File: src/rtl/black_centroid_if.sv
// Pixel-stream and centroid-result bundle for black_centroid_calc.
// Bounding-box members exist only when CENTROID_BBOX_EN is defined.
interface black_centroid_if #(
    parameter int COORD_W = 12
);
    logic               pix_valid;
    logic               pix_black;
    logic [COORD_W-1:0] pix_x;
    logic [COORD_W-1:0] pix_y;
    logic               frame_end;
    logic [COORD_W-1:0] x_avg_black;
    logic [COORD_W-1:0] y_avg_black;
    logic               obj_found;
    logic               avg_valid;
    logic               overrun;
    logic               busy;
`ifdef CENTROID_BBOX_EN
    logic [COORD_W-1:0] bbox_xmin;
    logic [COORD_W-1:0] bbox_xmax;
    logic [COORD_W-1:0] bbox_ymin;
    logic [COORD_W-1:0] bbox_ymax;

    modport master (
        output pix_valid, pix_black, pix_x, pix_y, frame_end,
        input  x_avg_black, y_avg_black, obj_found, avg_valid, overrun, busy,
        input  bbox_xmin, bbox_xmax, bbox_ymin, bbox_ymax
    );
    modport slave (
        input  pix_valid, pix_black, pix_x, pix_y, frame_end,
        output x_avg_black, y_avg_black, obj_found, avg_valid, overrun, busy,
        output bbox_xmin, bbox_xmax, bbox_ymin, bbox_ymax
    );
`else
    modport master (
        output pix_valid, pix_black, pix_x, pix_y, frame_end,
        input  x_avg_black, y_avg_black, obj_found, avg_valid, overrun, busy
    );
    modport slave (
        input  pix_valid, pix_black, pix_x, pix_y, frame_end,
        output x_avg_black, y_avg_black, obj_found, avg_valid, overrun, busy
    );
`endif
endinterface

File: src/rtl/black_centroid_calc.sv
// Per-frame black-pixel centroid: saturating sums, then two parallel restoring dividers.
// Optional bounding-box tracking is enabled by defining CENTROID_BBOX_EN.
module black_centroid_calc #(
    parameter int COORD_W    = 12,
    parameter int SUM_W      = 32,
    parameter int CNT_W      = 20,
    parameter int MIN_PIXELS = 16
) (
    input  logic            clk,
    input  logic            rst_n,
    black_centroid_if.slave bus
);
    typedef enum logic [1:0] {ACCUM, DIVIDE, DONE} state_t;
    typedef struct packed {
        logic [SUM_W-1:0] rem;
        logic [SUM_W-1:0] quo;
    } div_t;

    localparam int BIT_W = $clog2(SUM_W);

    state_t             state;
    logic [SUM_W-1:0]   sum_x, sum_y, sx_nxt, sy_nxt, divisor;
    logic [CNT_W-1:0]   cnt, cnt_nxt;
    logic [BIT_W-1:0]   bit_cnt;
    logic               div_ok, hit, take;
    div_t               dx, dy;

    function automatic logic [SUM_W-1:0] sat_add(input logic [SUM_W-1:0]   a,
                                                 input logic [COORD_W-1:0] b);
        logic [SUM_W:0] s;
        s = {1'b0, a} + (SUM_W+1)'(b);
        return s[SUM_W] ? '1 : s[SUM_W-1:0];
    endfunction

    // Remainder stays below the divisor, so SUM_W bits hold it and the low-bit difference is exact.
    function automatic div_t div_step(input div_t d, input logic [SUM_W-1:0] dv);
        logic [SUM_W:0] sh;
        logic           ge;
        div_t           r;
        sh    = {d.rem, d.quo[SUM_W-1]};
        ge    = sh >= {1'b0, dv};
        r.rem = ge ? (sh[SUM_W-1:0] - dv) : sh[SUM_W-1:0];
        r.quo = {d.quo[SUM_W-2:0], ge};
        return r;
    endfunction

`ifdef CENTROID_BBOX_EN
    logic [COORD_W-1:0] xmin_run, xmax_run, ymin_run, ymax_run;
    logic [COORD_W-1:0] xmin_nxt, xmax_nxt, ymin_nxt, ymax_nxt;
    logic [COORD_W-1:0] xmin_snap, xmax_snap, ymin_snap, ymax_snap;
`endif

    // NOTE: every always_comb output gets a value on every path, so no latch can be inferred.
    always_comb begin
        hit     = bus.pix_valid & bus.pix_black;
        take    = bus.frame_end && (state == ACCUM);
        sx_nxt  = hit ? sat_add(sum_x, bus.pix_x) : sum_x;
        sy_nxt  = hit ? sat_add(sum_y, bus.pix_y) : sum_y;
        cnt_nxt = (hit && (cnt != '1)) ? cnt + 1'b1 : cnt;
`ifdef CENTROID_BBOX_EN
        xmin_nxt = (hit && (bus.pix_x < xmin_run)) ? bus.pix_x : xmin_run;
        xmax_nxt = (hit && (bus.pix_x > xmax_run)) ? bus.pix_x : xmax_run;
        ymin_nxt = (hit && (bus.pix_y < ymin_run)) ? bus.pix_y : ymin_run;
        ymax_nxt = (hit && (bus.pix_y > ymax_run)) ? bus.pix_y : ymax_run;
`endif
    end

    // NOTE: divider and snapshot registers carry no reset; they are always loaded before being read.
    always_ff @(posedge clk) begin
        if (take) begin
            dx      <= '{rem: '0, quo: sx_nxt};
            dy      <= '{rem: '0, quo: sy_nxt};
            divisor <= SUM_W'(cnt_nxt);
`ifdef CENTROID_BBOX_EN
            xmin_snap <= xmin_nxt;
            xmax_snap <= xmax_nxt;
            ymin_snap <= ymin_nxt;
            ymax_snap <= ymax_nxt;
`endif
        end else if (state == DIVIDE) begin
            dx <= div_step(dx, divisor);
            dy <= div_step(dy, divisor);
        end
    end

    // NOTE: state and outputs use non-blocking assignments so every reader sees pre-edge values.
    always_ff @(posedge clk) begin
        if (!rst_n) begin
            state           <= ACCUM;
            sum_x           <= '0;
            sum_y           <= '0;
            cnt             <= '0;
            bit_cnt         <= '0;
            div_ok          <= 1'b0;
            bus.x_avg_black <= '0;
            bus.y_avg_black <= '0;
            bus.obj_found   <= 1'b0;
            bus.avg_valid   <= 1'b0;
            bus.overrun     <= 1'b0;
            bus.busy        <= 1'b0;
`ifdef CENTROID_BBOX_EN
            xmin_run      <= '1;
            xmax_run      <= '0;
            ymin_run      <= '1;
            ymax_run      <= '0;
            bus.bbox_xmin <= '0;
            bus.bbox_xmax <= '0;
            bus.bbox_ymin <= '0;
            bus.bbox_ymax <= '0;
`endif
        end else begin
            bus.avg_valid <= 1'b0;
            bus.overrun   <= 1'b0;

            // A frame_end always starts a fresh frame, even when its data is dropped.
            if (bus.frame_end) begin
                sum_x <= '0;
                sum_y <= '0;
                cnt   <= '0;
`ifdef CENTROID_BBOX_EN
                xmin_run <= '1;
                xmax_run <= '0;
                ymin_run <= '1;
                ymax_run <= '0;
`endif
            end else begin
                sum_x <= sx_nxt;
                sum_y <= sy_nxt;
                cnt   <= cnt_nxt;
`ifdef CENTROID_BBOX_EN
                xmin_run <= xmin_nxt;
                xmax_run <= xmax_nxt;
                ymin_run <= ymin_nxt;
                ymax_run <= ymax_nxt;
`endif
            end

            unique case (state)
                ACCUM: begin
                    if (bus.frame_end) begin
                        if (cnt_nxt >= CNT_W'(MIN_PIXELS)) begin
                            state    <= DIVIDE;
                            bus.busy <= 1'b1;
                            bit_cnt  <= '0;
                        end else begin
                            state  <= DONE;
                            div_ok <= 1'b0;
                        end
                    end
                end
                DIVIDE: begin
                    bus.overrun <= bus.frame_end;
                    if (bit_cnt == BIT_W'(SUM_W - 1)) begin
                        state    <= DONE;
                        bus.busy <= 1'b0;
                        div_ok   <= 1'b1;
                    end else begin
                        bit_cnt <= bit_cnt + 1'b1;
                    end
                end
                DONE: begin
                    bus.overrun   <= bus.frame_end;
                    bus.avg_valid <= 1'b1;
                    bus.obj_found <= div_ok;
                    if (div_ok) begin
                        bus.x_avg_black <= dx.quo[COORD_W-1:0];
                        bus.y_avg_black <= dy.quo[COORD_W-1:0];
`ifdef CENTROID_BBOX_EN
                        bus.bbox_xmin <= xmin_snap;
                        bus.bbox_xmax <= xmax_snap;
                        bus.bbox_ymin <= ymin_snap;
                        bus.bbox_ymax <= ymax_snap;
`endif
                    end
                    state <= ACCUM;
                end
                default: state <= ACCUM;
            endcase
        end
    end
endmodule

File: src/flat_wrapper.sv
// flat-port wrapper written by rule: the top's interface ports become plain ports
module black_centroid_calc_flat 
#(
    parameter int COORD_W    = 12,
    parameter int SUM_W      = 32,
    parameter int CNT_W      = 20,
    parameter int MIN_PIXELS = 16
)
  (clk, rst_n, bus_pix_valid, bus_pix_black, bus_pix_x, bus_pix_y, bus_frame_end, bus_x_avg_black, bus_y_avg_black, bus_obj_found, bus_avg_valid, bus_overrun, bus_busy);
  black_centroid_if #(.COORD_W(COORD_W)) bus_i ();
  input  logic clk;
  input  logic rst_n;
  input wire logic [$bits(bus_i.pix_valid)-1:0] bus_pix_valid;
  input wire logic [$bits(bus_i.pix_black)-1:0] bus_pix_black;
  input wire logic [$bits(bus_i.pix_x)-1:0] bus_pix_x;
  input wire logic [$bits(bus_i.pix_y)-1:0] bus_pix_y;
  input wire logic [$bits(bus_i.frame_end)-1:0] bus_frame_end;
  output wire logic [$bits(bus_i.x_avg_black)-1:0] bus_x_avg_black;
  output wire logic [$bits(bus_i.y_avg_black)-1:0] bus_y_avg_black;
  output wire logic [$bits(bus_i.obj_found)-1:0] bus_obj_found;
  output wire logic [$bits(bus_i.avg_valid)-1:0] bus_avg_valid;
  output wire logic [$bits(bus_i.overrun)-1:0] bus_overrun;
  output wire logic [$bits(bus_i.busy)-1:0] bus_busy;
  assign bus_i.pix_valid = bus_pix_valid;
  assign bus_i.pix_black = bus_pix_black;
  assign bus_i.pix_x = bus_pix_x;
  assign bus_i.pix_y = bus_pix_y;
  assign bus_i.frame_end = bus_frame_end;
  assign bus_x_avg_black = bus_i.x_avg_black;
  assign bus_y_avg_black = bus_i.y_avg_black;
  assign bus_obj_found = bus_i.obj_found;
  assign bus_avg_valid = bus_i.avg_valid;
  assign bus_overrun = bus_i.overrun;
  assign bus_busy = bus_i.busy;
  black_centroid_calc #(.COORD_W(COORD_W), .SUM_W(SUM_W), .CNT_W(CNT_W), .MIN_PIXELS(MIN_PIXELS)) u_core (.clk(clk), .rst_n(rst_n), .bus(bus_i));
endmodule
File: config.mk
export PLATFORM = sky130hd
export DESIGN_NAME = black_centroid_calc_flat
export DESIGN_NICKNAME = d
export VERILOG_FILES = /design/src/rtl/black_centroid_if.sv /design/src/rtl/black_centroid_calc.sv /design/src/flat_wrapper.sv
export SDC_FILE = /design/constraint.sdc
export NUM_CORES = 1
export LEC_CHECK = 0
export CAP_MARGIN = 20
export CORE_MARGIN = 8
export CORE_UTILIZATION = 45
export DETAILED_ROUTE_END_ITERATION = 12
export SYNTH_ARGS = -nofsm -noshare
export SYNTH_HDL_FRONTEND = slang
export SYNTH_SLANG_ARGS = --single-unit
File: constraint.sdc
create_clock -name clk -period 8.9 [get_ports clk]
set_input_delay 1.335 -clock clk [delete_from_list [all_inputs] [get_ports clk]]
set_output_delay 1.335 -clock clk [all_outputs]
set_load 0.1 [all_outputs]
Word level (Yosys, flattened, before mapping)
Index checks and enable logic that the tools add are counted.

word-level totals
  word-level logic and storage cells = 78
  flip-flop bits (word level) = 268

operators by class
  add/sub/neg operators = 6
  bitwise logic cells = 2
  multiplexer cells = 28
  equality and inequality tests = 9
  $lt $le $gt $ge = 3
  reduce and logical (&&, ||, !) cells = 13

operators by type and width
  cell                                                                                  count
  32-bit 2-to-1 mux                                                                     10
  32-bit by 12-bit adder with 33-bit output                                             2
  33-bit by 20-bit greater-or-equal comparator with 1-bit output                        2
  32-bit by 20-bit subtractor with 32-bit output                                        2
  20-bit by 1-bit adder with 20-bit output, second input constant                       1
  20-bit by 5-bit greater-or-equal comparator with 1-bit output, second input constant  1
  20-bit 2-to-1 mux                                                                     1
  20-bit inequality test, second input constant                                         1
  5-bit 2-to-1 mux                                                                      3
  4-bit AND reduction                                                                   3
  2-bit inequality test, second input constant                                          5
  5-bit one-hot mux with 2 select lines                                                 1
  1-bit 2-to-1 mux                                                                      7
  2-bit 2-to-1 mux                                                                      3
  2-bit AND reduction                                                                   3
  5-bit by 1-bit adder with 5-bit output, second input constant                         1
  5-bit == test, second input constant                                                  1
  1-bit one-hot mux with 2 select lines                                                 2
  2-bit one-hot mux with 2 select lines                                                 1
  2-bit nonzero test                                                                    2
  2-bit OR reduction                                                                    2
  2-bit by 1-bit == test with 1-bit output, second input constant                       1
  2-bit == test, second input constant                                                  1
  1-bit logical AND                                                                     2
  other kinds (3)                                                                       3

Logic depth before layout (Yosys ltp)
  depth in word-level cells = 7
  mapped depth = 14
  depth with buffers taken out = 13

Worst setup path after synthesis
No wires, ideal clock.

  kind = input-to-reg
  start point = input bus_pix_y[0]
  end point = register u_core.dy[22] (netlist bit), data pin
  path buffers = 1
  data required time = 8630 ps
  setup time = 270 ps
  stages = 14
  arrival = 3724 ps
  path slack = 4906 ps
  cell sequence = ha_1 -> inv_1 -> fa_1 -> nor2b_1 -> o21a_1 -> o21ai_0 -> a211o_1 -> o21a_1 -> a21oi_1 -> and2_1 -> clkbuf_1 -> nand4_1 -> xor2_1 -> a21oi_1

on the way
  word-level cells in the longest chain between the ends = 4

RTL lines
  item                                       line                       RTL
  from (decl)                                flat_wrapper.sv:16         input wire logic [$bits(bus_i.pix_y)-1:0] bus_pix_y;
  32-bit by 12-bit adder with 33-bit output  black_centroid_calc.sv:31  s = {1'b0, a} + (SUM_W+1)'(b);
  32-bit 2-to-1 mux                          black_centroid_calc.sv:32  return s[SUM_W] ? '1 : s[SUM_W-1:0];
  32-bit 2-to-1 mux                          black_centroid_calc.sv:58  sy_nxt = hit ? sat_add(sum_y, bus.pix_y) : sum_y;
  32-bit 2-to-1 mux                          black_centroid_calc.sv:70  if (take) begin
  to (signal assigned)                       black_centroid_calc.sv:72  dy <= '{rem: '0, quo: sy_nxt};
  to (signal assigned)                       black_centroid_calc.sv:82  dy <= div_step(dy, divisor);
  to (decl)                                  black_centroid_calc.sv:26  div_t dx, dy;

Every way passes these cells.
A chain may end at the register's enable or synchronous reset.

Final worst setup path
  start point = input bus_pix_x[0]
  end point = register u_core.dx[2] (netlist bit), data pin

on the way
  word-level cells in the longest chain between the ends = 4

RTL lines
  item                                       line                       RTL
  from (decl)                                flat_wrapper.sv:15         input wire logic [$bits(bus_i.pix_x)-1:0] bus_pix_x;
  32-bit by 12-bit adder with 33-bit output  black_centroid_calc.sv:31
  32-bit 2-to-1 mux                          black_centroid_calc.sv:32
  32-bit 2-to-1 mux                          black_centroid_calc.sv:57  sx_nxt = hit ? sat_add(sum_x, bus.pix_x) : sum_x;
  32-bit 2-to-1 mux                          black_centroid_calc.sv:70
  to (signal assigned)                       black_centroid_calc.sv:71  dx <= '{rem: '0, quo: sx_nxt};
  to (signal assigned)                       black_centroid_calc.sv:81  dx <= div_step(dx, divisor);
  to (decl)                                  black_centroid_calc.sv:26

Every way passes these cells.

==> results.cfg <==
[sta]
unrepaired_setup_endpoints_after_global_routing = no
final-hold-violation-count = 0
finish_stage_setup_viols = 0
post-route-worst-setup-slack_ns = 4.40
timing.final.crit_share_pct = 50.6
period_needed_ns = 4.50
transition_time_at_the_pin_with_the_least_slew_margin_ns = 1.05
hold-worst-slack_ns = 0.457
worst_slew_margin_rel_pct = 29.9
final.setup.tns_ns = 0
slew_violations = 0
fin_skew_ns = 0.0143
max_freq_ghz = 0.222

[placed_design]
globalplace.congestion = 0.858
buffers_added_on_ports = 56
place.detailed.hpwl_um = 24400
dpl.cell_count = 2078
pre_cts_slack_ns = 3.81

[floorplanning]
coreArea_um2 = 31600
start_util_pct = 45.9
chipHeight_um = 196
number_of_top_level_pins = 57
dieArea_um2 = 38300
placementRows = 65
die_width_um = 196

[global_routing]
number_of_antenna_violations_at_the_first_check_in_global_routing = 0
grt_first_pass_wirelength_um = 59300
globalRouteOverflowTotal = 0
grt_start_max_net_pins = 85
first_global_vias = 11656
grt_use_total_pct = 18.4

[synthesis]
synth-warning-count = 0
postSynthRegisterBits = 268
synth.avg_cell_area_um2 = 8.61
synth-async-reset-ratio_pct = 0
syn-instance-count = 1687
seq_area_frac_synth_pct = 42.7
number_of_enable_type_register_cells_in_the_synthesized_netlist = 84
synth-main-ff-cell = sky130_fd_sc_hd__dfxtp_1
synth.cell_area_um2 = 14500
synth.lib_cells_used.distinct = 79
synth_nets = 1790

[drt]
drt.antenna.violating_nets = 0
detailroute.via_count = 11860
drt_drc_violations_left = 0
via_per_inst = 5.56
detail_route.wirelength_um = 35600
wl_per_cell_um = 16.7
drt_pass_1_iters = 5
dr.first_iter.drc_count = 547

[worst_setup_path]
worst_path_dominant_cell_family = compound AO/OA/AOI/OAI gates
critical_path_arrival_ns = 4.80
critical_path_class = primary input to register
end_kind = register
cells_along_the_critical_path = clkdlybuf4s50_1, ha_1, inv_1, fa_1, nor2b_1, o21ai_0, a21boi_0, o31a_1, o31ai_1, a21oi_1, a31oi_1, clkinv_1, o22ai_1, o21ai_0
critical-path-max-stage-delay_ns = 0.42
start_kind = primary input
cp_data_required_time_ns = 9.19
critPathMostFrequentCell = sky130_fd_sc_hd__o21ai_0
count_of_buffer_and_inverter_cells_on_the_critical_path = 3
crit_slowest_cell = sky130_fd_sc_hd__o31ai_1
worstPathMaxFanout = 9

[clocking]
post_cts_buffers = 0
cts.hold.buffers_added = 0
clock-root-buffer = sky130_fd_sc_hd__clkbuf_16
cts.clk_slew.worst_paths_ns = 0.06
cts_repair_resize_count = 0
cts_tree = yes
clock_latency_ns = 0.57
numCtsBuffers = 29
clock_tree.htree_level_count = 1
clockBufferDepth = 3
cts_num_sinks = 268

[finish]
finalNonFillerCells = 2133
final_core_util_pct = 51.5
num-fill-cells = 2950
syn_to_final_growth_pct = 12.1
area.sequential_um2 = 6210
antenna_cells = 0
multiInputGateArea_um2 = 7820
post_route_cells_drive_above_1_share_pct = 4.97
fin_nets = 1811

[pwr]
power.leakage_uw = 0.00619
power.density_cell_area_nw_per_um2 = 166
vdd_ir_drop_max_mv = 0.154

[flow_run]
timing.max_cap.violations = 0

[outcome]
run_status = finished clean

[worst_hold_path]
min-delay-path-class = register to register
cells by family (layout without fill, tap and decap cells):
| logic type | Yosys count | after routing | synth area share (%) |
|---|---|---|---|
| buffers and inverters | 133 | 177 | 3.59 |
| adders and majority gates | 74 | 74 | 6.58 |
| AOI/OAI and AO/OA | 433 | 433 | 18.3 |
| DFF | 268 | 268 | 42.7 |
| muxes | 19 | 19 | 1.34 |
| xor gates and xnor gates | 110 | 110 | 6.69 |
| and+or+nand+nor | 650 | 650 | 20.8 |
worst min-delay path, cell delays in order, from the launching register on:
cell and delay, ns:
sky130_fd_sc_hd__dfxtp_1 0.31, sky130_fd_sc_hd__nand2_1 0.05, sky130_fd_sc_hd__a21oi_1 0.05
flip-flops by register name, summed over array words and instances (netlist names):
register / flops
u_core.bit_cnt: 5
u_core.bus.y_avg_black: 12
u_core.cnt: 20
u_core.div_ok: 1
u_core.bus.avg_valid: 1
u_core.bus.obj_found: 1
u_core.bus.x_avg_black: 12
u_core.sum_y: 32
u_core.bus.busy: 1
u_core.dx: 64
u_core.state: 2
u_core.dy: 64
u_core.divisor: 20
u_core.bus.overrun: 1
u_core.sum_x: 32
cell usage after synthesis, drive strengths merged (7+ instances only):
master | n | share of area [%]
nor4 | 8 | 0.34
o31a | 7 | 0.42
nand4 | 16 | 0.69
clkbuf | 67 | 1.7
mux2i | 16 | 1.1
dfxtp | 184 | 25
or2 | 7 | 0.30
a21o | 21 | 1.1
inv | 58 | 1.5
o22ai | 19 | 0.82
nor3 | 39 | 1.4
o21ai | 128 | 4.4
and3 | 20 | 0.86
ha | 70 | 6.0
nor2b | 33 | 1.4
o31ai | 12 | 0.62
nand2b | 19 | 0.82
xor2 | 45 | 2.8
a211oi | 19 | 1.1
and2 | 9 | 0.39
nor2 | 206 | 5.3
edfxtp | 84 | 17
nand2 | 202 | 5.2
a31oi | 10 | 0.43
nand3 | 53 | 1.9
or3 | 9 | 0.39
and4 | 8 | 0.52
a21oi | 153 | 5.4
xnor2 | 65 | 3.9
buf | 7 | 0.34
o21a | 10 | 0.52
cell usage in the layout (no fill, tap or decap), types with 5 or more instances in the layout:
master                              n
sky130_fd_sc_hd__nor2_1           205
sky130_fd_sc_hd__nand2_1          201
sky130_fd_sc_hd__dfxtp_1          184
sky130_fd_sc_hd__a21oi_1          150
sky130_fd_sc_hd__o21ai_0          127
sky130_fd_sc_hd__edfxtp_1          84
sky130_fd_sc_hd__ha_1              69
sky130_fd_sc_hd__xnor2_1           65
sky130_fd_sc_hd__inv_1             56
sky130_fd_sc_hd__clkdlybuf4s50_1   56
sky130_fd_sc_hd__nand3_1           51
sky130_fd_sc_hd__xor2_1            44
sky130_fd_sc_hd__nor3_1            38
sky130_fd_sc_hd__nor2b_1           33
sky130_fd_sc_hd__clkbuf_16         29
sky130_fd_sc_hd__a21o_1            21
sky130_fd_sc_hd__and3_1            20
sky130_fd_sc_hd__o22ai_1           19
sky130_fd_sc_hd__nand2b_1          18
sky130_fd_sc_hd__a211oi_1          17
sky130_fd_sc_hd__nand4_1           16
sky130_fd_sc_hd__mux2i_1           16
sky130_fd_sc_hd__o31ai_1           12
sky130_fd_sc_hd__o21a_1            10
sky130_fd_sc_hd__a31oi_1           10
sky130_fd_sc_hd__clkbuf_1          10
sky130_fd_sc_hd__and2_1             9
sky130_fd_sc_hd__or3_1              9
sky130_fd_sc_hd__nor4_1             8
sky130_fd_sc_hd__or2_2              7
sky130_fd_sc_hd__o31a_1             7
sky130_fd_sc_hd__clkinv_2           7
sky130_fd_sc_hd__o211ai_1           6
sky130_fd_sc_hd__and4_1             6
sky130_fd_sc_hd__o21bai_1           6
sky130_fd_sc_hd__buf_4              6
sky130_fd_sc_hd__a211o_1            5
sky130_fd_sc_hd__or4_1              5
sky130_fd_sc_hd__clkinv_1           5
per-layer routing:
layer  vias up  wire, um  GRT usage, %  share of wire (%)
li1       6017         -             -                  -
met3        60      1630          2.61                4.6
met4         0       806          5.00                2.3
met2       225     16000          30.0                 45
met1      5558     17100          25.1                 48
met5         -         0             0                  0
path summary, 6_finish.rpt:
| check | slack, ns | start | end | cells after the start |
|---|---|---|---|---|
| max | 4.40 | bus_pix_x[0] | u_core.dx[2] | 14 |
| min | 0.46 | u_core.bus.x_avg_black[1] | u_core.bus.x_avg_black[1] | 2 |
| max reg2reg | 5.14 | u_core.divisor[0] | u_core.dx[60] | 12 |
| min reg2reg | 0.46 | u_core.bus.x_avg_black[1] | u_core.bus.x_avg_black[1] | 2 |
metrics by stage:
stage / power (uW) / area [um^2]
detailed placement: 1590 / 15400
global placement: 1590 / 15400
floorplan: 1520 / 14500
finish: 2710 / 16300
global route: 2810 / 16300
CTS: 2740 / 16300
area by class of cell:
type                            count  area share, %
Inverter                           59           1.36
Timing Repair Buffer               64           3.98
Clock inverter                     14          0.661
Sequential cell                   268           38.1
Clock buffer                       40           4.77
Tap cell                          402           3.09
Multi-Input combinational cell   1286           48.0
where the power goes:
group          total, uW  switching [uW]  internal (uW)
Clock               1140             504            640
Combinational        232             150           82.6
Sequential          1330            19.4           1310
(Power assumes the default switching activity.)
